### src/rtl/risc16_pkg.sv
// RiSC-16 shared definitions: widths, loader state encoding and defaults.
// Imported by the instruction memory writer and the core.
package risc16_pkg;

  localparam int INSTR_W     = 16;
  localparam int IMEM_ADDR_W = 16;

  localparam logic [IMEM_ADDR_W-1:0] START_ADDR_DEF = 16'h0000;

  typedef enum logic [2:0] {
    LD_IDLE,
    LD_LEN_HI,
    LD_LEN_LO,
    LD_DATA_HI,
    LD_DATA_LO,
    LD_CHECK,
    LD_DONE,
    LD_ERROR
  } ld_state_e;

  function automatic logic ld_active(input ld_state_e s);
    return (s == LD_LEN_HI)  || (s == LD_LEN_LO) ||
           (s == LD_DATA_HI) || (s == LD_DATA_LO) ||
           (s == LD_CHECK);
  endfunction

endpackage

### src/rtl/imem_loader.sv
// Boot loader: framed byte stream in, big-endian 16-bit words out to the
// instruction memory write port; holds the CPU until a frame checks out.
module imem_loader
  import risc16_pkg::*;
#(
  parameter int ADDR_W = IMEM_ADDR_W,
  parameter int DATA_W = INSTR_W,
  parameter logic [ADDR_W-1:0] START_ADDR = ADDR_W'(START_ADDR_DEF)
) (
  input  logic              clk,
  input  logic              rst_n,
  input  logic              start,
  input  logic [7:0]        byte_data,
  input  logic              byte_valid,
  output logic              byte_ready,
  output logic              mem_we,
  output logic [ADDR_W-1:0] mem_addr,
  output logic [DATA_W-1:0] mem_wdata,
  output logic              cpu_hold,
  output logic              busy,
  output logic              done,
  output logic              error,
  output logic [15:0]       words_written
);

  ld_state_e   state;
  logic [7:0]  hi;
  logic [7:0]  csum;
  logic [15:0] remaining;
  logic        fire;
  logic [15:0] len;
  logic [15:0] word;

  // ready depends on registered state only
  assign byte_ready = ld_active(state);
  assign busy       = ld_active(state);
  assign fire       = byte_valid & byte_ready;
  assign len        = {hi, byte_data};
  assign word       = {hi, byte_data};

  always_ff @(posedge clk or negedge rst_n) begin
    if (!rst_n) begin
      state         <= LD_IDLE;
      hi            <= '0;
      csum          <= '0;
      remaining     <= '0;
      mem_we        <= 1'b0;
      mem_addr      <= START_ADDR;
      mem_wdata     <= '0;
      cpu_hold      <= 1'b1;
      done          <= 1'b0;
      error         <= 1'b0;
      words_written <= '0;
    end else begin
      mem_we <= 1'b0;
      // post-write bookkeeping lands the cycle after the pulse
      if (mem_we) begin
        mem_addr      <= mem_addr + ADDR_W'(1);
        words_written <= words_written + 16'd1;
      end
      unique case (state)
        LD_IDLE, LD_DONE, LD_ERROR: begin
          if (start) begin
            state         <= LD_LEN_HI;
            done          <= 1'b0;
            error         <= 1'b0;
            words_written <= '0;
            csum          <= '0;
            mem_addr      <= START_ADDR;
            cpu_hold      <= 1'b1;
          end
        end
        LD_LEN_HI: begin
          if (fire) begin
            hi    <= byte_data;
            csum  <= csum ^ byte_data;
            state <= LD_LEN_LO;
          end
        end
        LD_LEN_LO: begin
          if (fire) begin
            remaining <= len;
            csum      <= csum ^ byte_data;
            state     <= (len == 16'd0) ? LD_CHECK : LD_DATA_HI;
          end
        end
        LD_DATA_HI: begin
          if (fire) begin
            hi    <= byte_data;
            csum  <= csum ^ byte_data;
            state <= LD_DATA_LO;
          end
        end
        LD_DATA_LO: begin
          if (fire) begin
            mem_wdata <= DATA_W'(word);
            mem_we    <= 1'b1;
            remaining <= remaining - 16'd1;
            csum      <= csum ^ byte_data;
            state     <= (remaining == 16'd1) ? LD_CHECK : LD_DATA_HI;
          end
        end
        LD_CHECK: begin
          if (fire) begin
            if (byte_data == csum) begin
              state    <= LD_DONE;
              done     <= 1'b1;
              cpu_hold <= 1'b0;
            end else begin
              state <= LD_ERROR;
              error <= 1'b1;
            end
          end
        end
        default: state <= LD_IDLE;
      endcase
    end
  end

endmodule
### config.mk
export PLATFORM = sky130hd
export DESIGN_NAME = imem_loader
export DESIGN_NICKNAME = d
export VERILOG_FILES = /design/src/rtl/risc16_pkg.sv /design/src/rtl/imem_loader.sv
export SDC_FILE = /design/constraint.sdc
export NUM_CORES = 1
export LEC_CHECK = 0
export ABC_CLOCK_PERIOD_IN_PS = 5200
export BUFFER_PORTS_ARGS = -buffer_cell sky130_fd_sc_hd__buf_2
export CORE_MARGIN = 2
export CORE_UTILIZATION = 59
export CTS_CLUSTER_DIAMETER = 50
export DETAILED_ROUTE_END_ITERATION = 16
export GPL_ROUTABILITY_DRIVEN = 0
export PLACE_DENSITY = 0.8
export SLEW_MARGIN = 20
export SYNTH_ARGS = -nofsm -noshare
export SYNTH_HDL_FRONTEND = slang
export SYNTH_SLANG_ARGS = --single-unit
### constraint.sdc
create_clock -name clk -period 5.2 [get_ports clk]
set_input_delay 0.78 -clock clk [delete_from_list [all_inputs] [get_ports clk]]
set_output_delay 0.78 -clock clk [all_outputs]
set_load 0.05 [all_outputs]
==> results, run 1 <==
- The number of cells on the worst reg-to-reg path is 4.
- The count of input and output buffers is 65.
- The first global-routing pass estimated roughly 17000 um of wire.
- OpenSTA, run right after detailed placement, puts the worst setup slack at 2.87 ns.
- The number of flip-flops and latches in the synthesized netlist is 87.
- The fill cell instance count of the final layout is around 560.
- The H-tree was split into 3 levels.
- The first detailed-routing pass ran for 4 iterations.
- The cell type with the highest aggregate area in the netlist is dfrtp_1.
- The post-CTS setup buffer count is 0.
- The total core area is about 7300 um2.
- The worst register-to-register path begins at state[2].
- The clock latency reported for the late side of the worst-skew pair is 0.36 ns.
- The worst setup path is captured at a primary output.
- The root buffer cell is clkbuf_8.
- STA puts the critical path data arrival time at 1.72 ns.
- The number of buffers created by CTS is 9.
- After clock tree synthesis, the clock-pin slew on the worst setup and hold paths is ~0.090 ns.
- The synthesis warning total is 0.
- A synthesized cell averages a little over 10 um2.
- The class of the tightest hold or removal check is in2async.
- Power spread over the standard cell area amounts to ~540 nW/um2.
- The worst setup path is of the reg2out kind.
- Along the worst path, the maximum fanout reaches 17.
- The final critical-path setup slack is ~2.7 ns.
- Traced cell by cell, the critical path runs through nor3_1 -> nor2_1 -> buf_2.
- In the routed design, unresolved DRC markers number 0.
- The total routing resource utilization after global routing is 0.249.
- Summed over all layers, the global routing overflow is 0.
- Across the run, the number of max-cap violations was 0.
- The setup clock skew after layout is 0.0129 ns.
- The initial antenna violation count came to 0.
- After synthesis, the cell types taking the most area are dfrtp_1 48%, mux2_2 6.0%, nor2_1 3.1%, xor2_1 2.7%, xnor2_1 2.5%.
- The clock tree buffer depth is 2.
- The die is around 92 um wide.
- The flow ran to the end, and the final reports show no timing, DRC or antenna violations.
- The number of hold-repair buffers added at the cts stage is 0.
- TritonCTS built the clock tree.
- IR analysis of the VDD net gives a maximum drop of 0.000364 V.
- The cell family contributing the most delay on the critical path is flip-flops.
- Relative to the synthesized area, the layout overhead comes to 12.6%.
- In this run the critical register-to-register path is captured at csum[5].
- STA classifies the critical path startpoint as a register.
- The most used flip-flop cell after synthesis is dfrtp_1.
- The final-report max-slew violation count came to 0.
- The leakage power total is about 2.3 nW.
- At the worst endpoint, the required time is ~4.4 ns.
- The number of buffers and inverters on the critical path is 1.
- After detailed routing, the number of vias per cell comes to a little over 6.
- For this run, the slowest stage of the critical path takes about 0.57 ns.
- Setup violations remaining at the end of the flow were counted as 0.
- The transition time of the tightest slew-check pin is just under 0.9 ns.
- The via count of the first global-routing pass came to roughly 3500.
- 66 I/O pins were placed.
- After detailed routing, the average wire length per cell comes to 16.6 um.
- The portion of the post-synthesis area used by sequential elements is 0.481.
- In this run the remaining antenna-violating nets after routing total 0.
- The final layout contains a little over 500 nets.
- The final period utilization is 0.481.
- The total standard cell area after synthesis is 4530 um2.
- The hold violation count in the final report is 0.
- In the final layout, the share of cells above drive strength 1 is 0.259.
- The first routing iteration left approximately 190 violations.
- The worst path needs around 2.5 ns of the cycle, external delays included.
- The setup check on the worst reg-to-reg path leaves a slack of between 3 and 4 ns.
- The number of clock sinks is 87.
- Summed over all layers, the routed wires come to 9990 um.
- Once detailed placement completed, the half-perimeter wirelength came to 6790 um.
- The die outline height is about 92 um.
- The synthesized design contains 0 enable-type register cells.
- The initial cell density of the core is 0.618.
- The number of placement rows is 31.
- The worst slew margin relative to its limit is 0.421.
- The post-cts gate resize count is 0.
- The number of nets in the synthesized netlist is 457.
- For the final routed database, the setup TNS stands at 0 ns.
- The slowest cell on the critical path is dfrtp_1.
- For this block, the via count after detailed routing is 3632.
- The repair_antennas step left the layout with diodes totalling 0.
- The fraction of post-synthesis cell area in the top cell type by area is 0.475.
- The distinct cell type count after synthesis is between 60 and 70.
- Setup repair after global routing left no endpoint under its margin.
- The maximum clock rate is roughly 0.4 GHz.
- After synthesis, the share of flip-flops with an asynchronous set or reset is 1.00.
- Entering global routing, the biggest net connects 70 pins.
- The floorplan step defined a die boundary enclosing 8400 um2.
- The cell count after synthesis came out at 441.
==> worst register-to-register path: cells and delay by family (launching register included) <==
family	cells	cell delay (ns)
AND/OR/NAND/NOR	2	0.53
flip-flops	1	0.64
AO/OA/AOI/OAI	2	0.82
==> power breakdown <==
part | internal, W | switching [W]
Sequential | 0.000882 | 0.000248
Combinational | 0.000407 | 0.000742
Clock | 0.000226 | 0.000256
Total | 0.00152 | 0.00125
==> cells in the mapped netlist (all sizes together), types with 2 or more instances <==
master   count
dfrtp       86
nor2        37
mux2        24
nand2       23
o21ai       23
nand3       18
a21oi       17
clkbuf      15
nand4       15
xor2        14
inv         13
xnor2       13
nor4        12
nor3        11
buf          9
nor3b        9
o2bb2ai      9
a21o         7
nand2b       6
o211ai       6
or3          6
or4          5
and3         4
ha           4
mux2i        4
nor2b        4
a22oi        3
a31o         3
a31oi        3
and2         3
nor4b        3
or2          3
a221o        2
a2bb2oi      2
a32oi        2
and4         2
nand4b       2
o21a         2
o311ai       2
o31ai        2
==> area by class of cell <==
class,count,area (um2),share of cell area
clock buffers,9,124,0.0243
clock inverters,7,76.3,0.0150
inverters,13,48.8,0.00956
multi-input cells,317,2190,0.430
flip-flops and latches,87,2180,0.427
well taps,99,124,0.0243
repair buffers,69,358,0.0701
==> kinds of logic after synthesis <==
kind of cell    count (synthesis)  synth area share
simple gates                  167             0.216
compound gates                 91             0.137
flops                          87             0.481
buf+inv                        37            0.0351
mux                            28            0.0685
xor+xnor                       27            0.0522
fa+ha+maj                       4            0.0110
==> per-layer routing <==
| layer | vias to the layer above | global-route usage | share of wire |
|---|---|---|---|
| met4 | 0 | 0.0884 | 0.019 |
| met2 | 109 | 0.388 | 0.48 |
| met3 | 15 | 0.0559 | 0.059 |
| met1 | 1783 | 0.345 | 0.44 |
| met5 | - | 0 | 0 |
| li1 | 1725 | - | - |
==> registers in the layout, indices dropped and copies added (netlist names) <==
name           cells
cpu_hold           1
csum               8
done               1
error              1
hi                 8
mem_addr          16
mem_wdata         16
mem_we             1
remaining         16
state              3
words_written     16
==> how the worst max path moves through the flow <==
stage            endpoint  startpoint  depth (start not counted)
4_1_cts        byte_ready    state[1]                          3
3_3_place_gp      csum[1]  byte_valid                          5
6_report       byte_ready    state[1]                          3
5_1_grt        byte_ready    state[1]                          3
2_1_floorplan  byte_ready    state[2]                          4
3_5_place_dp      csum[5]  byte_valid                          5
==> cells in the final DEF (no fill, tap or decap), drive strengths merged, types with 4 or more instances in the layout <==
cell     synthesis  final
o2bb2ai          9      9
mux2i            4      4
nand2           23     23
o211ai           6      6
a21o             7      7
dfrtp           86     86
xor2            14     14
nand3           18     18
buf              9     69
nor2b            4      4
nor3b            9      9
clkbuf          15      9
nand2b           6      6
or3              6      6
nor3            11     11
nand4           15     15
ha               4      4
o21ai           23     23
or4              5      5
mux2            24     24
a21oi           17     17
inv             13     16
xnor2           13     13
and3             4      4
nor2            37     37
nor4            12     12
==> metrics by stage <==
step            util  hold slack, ns  power (W)  std cells  area [um2]
2_1_floorplan      -           0.470    0.00201        441        4530
3_3_place_gp   0.669           0.463    0.00224        585        4900
3_5_place_dp   0.669           0.465    0.00228        585        4900
4_1_cts        0.696           0.270    0.00277        601        5100
5_1_grt        0.696           0.273    0.00293        601        5100
6_report       0.696           0.274    0.00276        601        5100
Power figures use the tool's default switching activity.
==> run 2: changes to the inputs <==
--- a/config.mk
+++ b/config.mk
@@ -5,14 +5,14 @@
 export SDC_FILE = /design/constraint.sdc
 export NUM_CORES = 1
 export LEC_CHECK = 0
-export ABC_CLOCK_PERIOD_IN_PS = 5200
+export ABC_CLOCK_PERIOD_IN_PS = 2250
 export BUFFER_PORTS_ARGS = -buffer_cell sky130_fd_sc_hd__buf_2
 export CORE_MARGIN = 2
-export CORE_UTILIZATION = 59
+export CORE_UTILIZATION = 52
 export CTS_CLUSTER_DIAMETER = 50
 export DETAILED_ROUTE_END_ITERATION = 16
 export GPL_ROUTABILITY_DRIVEN = 0
-export PLACE_DENSITY = 0.8
+export PLACE_DENSITY = 0.75
 export SLEW_MARGIN = 20
 export SYNTH_ARGS = -nofsm -noshare
 export SYNTH_HDL_FRONTEND = slang
==> constraint.sdc (replaced) <==
create_clock -name clk -period 2.25 [get_ports clk]
set_input_delay 0.3375 -clock clk [delete_from_list [all_inputs] [get_ports clk]]
set_output_delay 0.3375 -clock clk [all_outputs]
set_load 0.05 [all_outputs]
==> run 2 against run 1 <==
  * Sequential power increased by 130%
  * Register-to-register slack worse by 2.8 ns
  * Wire length rose by 2.7%
  * First-iteration DRC count is 33% higher
  * Clock power increased by 120%
  * Clock skew down 0.0015 ns
  * Critical path type unchanged
  * Largest power group unchanged
  * Highest routed layer unchanged
==> results, run 2 (synthesis results as in run 1) <==
- The fill cell instance count of the final layout is between 700 and 800.
- The multi-input combinational cells in the finished layout cover a total of 2190 um2.
- The area of the die is 9480 um2.
- For this run, design rule violations remaining after detail routing come to 0.
- STA puts the critical path data arrival time at about 1.7 ns.
- The uppermost signal routing layer after detailed routing is met4.
- Entering global routing, the biggest net connects between 40 and 50 pins.
- At the pin with the least slew margin, the transition time is about 0.57 ns.
- Summed over all layers, the routed wires come to about 10000 um.
- After detailed routing, the wire length on met1 is around 4300 um.
- The length in cells of the worst reg-to-reg path is 4.
- The flow ran to the end, and the final reports show no timing, DRC or antenna violations.
- The top cell types in the final layout, fill and taps aside, are 86 x dfrtp_1, 64 x buf_2, 37 x nor2_1, 24 x mux2_2, 23 x nand2_1.
- Of all nets on the critical path, the largest fanout is 17.
- Leaving out fill and tap cells, the most frequent cell in the layout is dfrtp_1.
- The clock latency reported for the late side of the worst-skew pair is about 0.35 ns.
- The die outline height is ~97 um.
- For this block, the via count after detailed routing is 3700.
- The via count of the first global-routing pass is around 3600.
- The final-report max-slew violation count is 0.
- During placement, the flow inserted port buffers numbering between 60 and 70.
- Once the clock tree was built, the setup fixing pass inserted 0 buffers.
- The number of antenna-violating nets in the routed design is 0.
- The width of the die is between 90 and 100 um.
- The initial detailed-routing violation count is about 250.
- The fraction of layout instances using a drive strength above 1 is 0.269.
- In this run the deepest clock path goes through 2 buffers.
- The sequential cells in the finished layout cover a total of around 2200 um2.
- The final setup violation count is 0.
- The accumulated negative setup slack is 0 ns.
- For this design the ratio of total power to cell area is 1230 nW/um2.
- Setup repair after global routing left no endpoint under its margin.
- 0 antenna diodes ended up in the layout.
- The hold violation count in the final report is 0.
- The TritonCTS clock tree is done.
- The routed design uses roughly 5200 um of met2 wire.
- The final critical path time including I/O delays and setup is approximately 2.0 ns.
- The routed via count divided by cell count is slightly below 6.
- The CTS H-tree depth is 3.
- Clock tree synthesis selected as its root buffer the cell clkbuf_8.
- The total grt overflow is 0.
- The number of clock sinks is 87.
- The mean routed wirelength per cell is about 16 um.
- The global-route wire length before repair is around 17000 um.
- The initial antenna violation count is 0.
- The number of placement rows is 34.
- After clock tree synthesis, the repair step resized 0 gates.
- The detailed-placement wirelength estimate is between 7000 and 8000 um.
- The worst setup path is launched from a register.
- The total area inside the core boundary comes to between 8000 and 9000 um2.
- Data on the critical path is required at its endpoint by between 1.5 and 2 ns.
- The classification of the worst setup path is reg2out.
- In this run, placement finished with an instance count of between 600 and 700.
- The routed design uses between 400 and 500 um of met3 wire.
- The final period utilization is 0.891.
- For this run, the detailed router's first-pass iteration total came to 5.
- Across the routed clock network, the largest skew measured is ~0.011 ns.
- The number of buffers created by CTS is 9.
- The analysis attributes to cell leakage a power of roughly 2.4 nW.
- The number of max-cap violations is 0.
- Across every metal layer, demand over resource in global routing totals 0.223.
- The element type at the critical path end is a primary output.
- The peak ir drop on the vdd network is ~0.0006 V.
- Relative to the synthesized area, the layout overhead comes to 15.6%.
- Excluding fillers, the count of instances in the completed layout stands at roughly 620.
- The initial cell density of the core is 0.527.
- 66 I/O pins were placed.
- The depth of the worst hold-timing path is 2.
- Measured against its own limit, the worst slew margin works out to 0.618.
- Based on the critical path, the design can be clocked at up to roughly 0.5 GHz.
- The clock transition time at the flip-flop clock pins of the worst setup and hold paths is approximately 0.080 ns.
- In this run the worst hold path is classified as in2reg.
- The final-stage net count is about 530.
run 2: changes by cell type in the layout (fill, tap and decap cells not counted), sizes merged:
cell / before / now
clkinvlp: 2 / 1
dlygate4sd3: 0 / 1
buf: 69 / 82
clkbuf: 9 / 13
inv: 16 / 13
run 2: stage by stage:
stage               hold slack (ns)  area, um2  utilization  power [W]  worst slack [ns]
detailed placement            0.289       5040        0.586    0.00540             0.346
global placement              0.280       5040        0.586    0.00531             0.420
finish                        0.348       5240        0.609    0.00647             0.246
CTS                           0.337       5240        0.609    0.00650             0.246
floorplan                    0.0419       4530            -    0.00465             0.131
global route                  0.351       5240        0.609    0.00686             0.111
run 2: repair_timing:
item                                    4_1_cts  5_1_grt
endpoints found under the setup margin        0        0
hold buffers                                  1        0
endpoints found under the hold margin        26        0
run 2: layout make-up:
class,instances,share of cell area
Multi-Input combinational cell,317,0.419
Sequential cell,87,0.416
Clock buffer,13,0.0284
Inverter,13,0.00932
Timing Repair Buffer,83,0.0936
Clock inverter,3,0.00812
Tap cell,108,0.0258
run 2: where the power goes:
group | total [W] | leakage (nW) | internal, W | switching, W
sequential | 0.00258 | 1.12 | 0.00204 | 0.000537
combinational | 0.00281 | 1.18 | 0.00105 | 0.00177
clock | 0.00108 | 0.0936 | 0.000544 | 0.000531
total | 0.00647 | 2.40 | 0.00363 | 0.00283
run 2: final timing paths:
check,from,slack [ns],to
max,state[1],0.25,byte_ready
max in group asynchronous,rst_n,1.19,mem_wdata[12]
min,byte_data[7],0.35,hi[7]
min reg2reg,done,0.48,done
max reg2reg,state[1],0.32,remaining[11]
min in group asynchronous,rst_n,0.44,mem_addr[6]
run 2: metal layers:
| layer | up-vias | global-route usage |
|---|---|---|
| met4 | 0 | 0.0865 |
| met2 | 93 | 0.377 |
| met3 | 20 | 0.0396 |
| li1 | 1753 | - |
| met1 | 1834 | 0.289 |
| met5 | - | 0 |
run 2: critical path, stage by stage (launching register included):
cell	delay, ns
dfrtp_1	0.55
nor3_1	0.42
nor2_1	0.12
buf_2	0.23
==> run 3: changes to the inputs <==
--- a/config.mk
+++ b/config.mk
@@ -8,11 +8,11 @@
 export ABC_CLOCK_PERIOD_IN_PS = 2250
 export BUFFER_PORTS_ARGS = -buffer_cell sky130_fd_sc_hd__buf_2
 export CORE_MARGIN = 2
-export CORE_UTILIZATION = 52
+export CORE_UTILIZATION = 39
 export CTS_CLUSTER_DIAMETER = 50
 export DETAILED_ROUTE_END_ITERATION = 16
 export GPL_ROUTABILITY_DRIVEN = 0
-export PLACE_DENSITY = 0.75
+export PLACE_DENSITY = 0.58
 export SLEW_MARGIN = 20
 export SYNTH_ARGS = -nofsm -noshare
 export SYNTH_HDL_FRONTEND = slang
==> run 3 against run 2 <==
  * Sequential cell count stayed put
  * Largest cell class unchanged
  * Combinational power barely moved
  * Clock skew decreased by 0.0033 ns
  * Clock power is 31% higher
  * Sequential power barely moved
  * Worst hold slack worse by 0.35 ns
  * Critical endpoint unchanged
  * Worst setup slack better by 0.032 ns
  * Non-clock buffer count is 1 higher
  * Sequential share of layout area decreased by 0.90 points
==> results, run 3 (synthesis results as in run 1) <==
- The flow ran to the end, and the final reports show no timing, DRC or antenna violations.
- The later pin in the worst-skew pair is clocked with a latency of 0.33 ns.
- The final-report max-slew violation count is 0.
- Across the VDD grid, the largest voltage drop is about 0.00060 V.
- The die outline height is approximately 110 um.
- The post-CTS setup buffer count is 0.
- The synthesis-to-layout area growth is 18.2%.
- The total core area is approximately 11000 um2.
- The setup clock skew after layout is roughly 0.0081 ns.
- Clock-pin slew was measured on the worst setup and hold paths at 0.07 ns.
- The number of buffers created by CTS is 9.
- The post-cts gate resize count is 0.
- STA puts the critical path data required time at around 1.9 ns.
- Static timing analysis puts the maximum clock frequency at approximately 0.5 GHz.
- The class of the tightest hold or removal check is in2async.
- In this run the deepest clock path goes through 2 buffers.
- The kind of start point of the critical path is a register.
- The number of max-cap violations is 0.
- The initial cell density of the core is 0.398.
- The library cells used most frequently in the layout, excluding fill and tap cells, are 86 x dfrtp_1, 64 x buf_2, 37 x nor2_1, 24 x mux2_2, 23 x nand2_1.
- The TritonCTS clock tree is done.
- The die is approximately 110 um wide.
- The pre-CTS worst setup slack is ~0.4 ns.
- The sum of internal, switching and leakage power is 0.00680 W.
- At the end of the flow, the number of nets in the layout was between 500 and 600.
- The worst slew margin relative to its limit is 0.590.
- The most common cell after layout, fill and taps aside is dfrtp_1.
- Entering global routing, the biggest net connects 44 pins.
- For this block, the via count after detailed routing is 3663.
- The power density over the cells is approximately 1300 nW/um2.
- The accumulated negative setup slack is 0 ns.
- The fraction of the core area covered by cells at the end of the flow is 0.471.
- The global-route wire length before repair is 18400 um.
- The classification of the worst setup path is reg2out.
- The DRC violations left is 0.
- The element type at the critical path end is a primary output.
- The detailed-placement wirelength estimate is about 7700 um.
- Setup violations remaining at the end of the flow were counted as 0.
- The mean routed wirelength per cell is 16.6 um.
- After the first detailed-routing iteration, the DRC count stood at a little under 200.
- Summed over all cells, the static leakage comes to between 2 and 2.5 nW.
- The CTS H-tree depth is 3.
- The final layout contains routed wiring with a total length of around 11000 um.
- In this run the tool buffered the top-level ports with 65 buffer cells.
- Of all nets on the critical path, the largest fanout is 12.
- The count of nets left with antenna violations once routing finished came out at 0.
- The I/O pin total is 66.
- The number of inserted diodes is 0.
- The fraction of layout instances using a drive strength above 1 is 0.279.
- The final critical path time including I/O delays and setup is 1.97 ns.
- The detailed-routing iteration count for the pre-antenna-repair pass is 4.
- In the routed layout, each cell is associated on average with a via count of 5.55.
- The initial antenna violation count is 0.
- For the pin with the worst max-slew slack, the measured transition is between 0.6 and 0.7 ns.
- Dividing the final minimum period by the clock period gives 0.877.
- The hold violation count in the final report is 0.
- The via count of the first global-routing pass is about 3700.
- The clock net in this run drives a total of a little under 90 sinks.
- The critical path arrival is around 1.6 ns.
- The number of hold-repair buffers added at the cts stage is 0.
- The final critical-path setup slack is between 0.2 and 0.3 ns.
- The area of the die is 12500 um2.
- The total routing resource utilization after global routing is 0.183.
- Leaving out filler cells and counting taps, the final layout contains 660.
- The number of placement rows is 39.
- Setup repair after global routing left no endpoint under its margin.
- For this run the aggregate overflow at the end of global routing stands at 0.
- The number of placed instances, taps included, is 644.
- The root buffer cell is clkbuf_16.
## run 3: cell count changes in the layout (fill, tap and decap cells not counted), moves of 2 or more
cell	delta
clkbuf_1	-3
clkinvlp_4	+2
buf_12	-2
buf_4	+4
clkbuf_8	-9
clkbuf_16	+9
## run 3: stage by stage
| step | instance area (um2) | hold WS [ns] |
|---|---|---|
| 3_3_place_gp | 5070 | 0.385 |
| 6_report | 5350 | 0.00227 |
| 2_1_floorplan | 4530 | 0.0419 |
| 3_5_place_dp | 5070 | 0.384 |
| 5_1_grt | 5350 | 0.0386 |
| 4_1_cts | 5350 | 0.0176 |
## run 3: worst max-delay path, cell delays in order (launching register included)
cell     delay [ns]
dfrtp_1        0.43
buf_4          0.20
nor3_1         0.32
nor2_1         0.12
buf_2          0.23
## run 3: power breakdown
| group | internal [W] | switching (W) | total (W) |
|---|---|---|---|
| logic | 0.00105 | 0.00179 | 0.00283 |
| registers | 0.00204 | 0.000514 | 0.00256 |
| clock network | 0.000782 | 0.000634 | 0.00142 |
## run 3: final cells by class
type	count	area, um2
Fill cell	1103	6020
Clock inverter	6	45.0
Inverter	13	48.8
Timing Repair Buffer	84	470
Multi-Input combinational cell	317	2190
Tap cell	143	179
Sequential cell	87	2180
Clock buffer	10	239
## run 3: routing by layer
layer,up-vias,global-route usage,share of wire
li1,1756,-,-
met1,1832,0.234,0.45
met2,65,0.303,0.50
met3,10,0.0414,0.044
met4,0,0.0683,0.014
met5,-,0,0
## run 3: path summary, 6_finish.rpt
| path | startpoint | to | slack, ns | depth (start not counted) |
|---|---|---|---|---|
| worst min-delay path | rst_n | mem_addr[6] | 0.002 | 1 |
| min in group clk | byte_valid | state[0] | 0.37 | 3 |
| max in group asynchronous | rst_n | words_written[4] | 1.55 | 2 |
| worst min register to register | mem_wdata[1] | mem_wdata[1] | 0.51 | 1 |
| worst max-delay path | state[2] | byte_ready | 0.28 | 4 |
| worst max register to register | words_written[0] | words_written[12] | 0.37 | 5 |
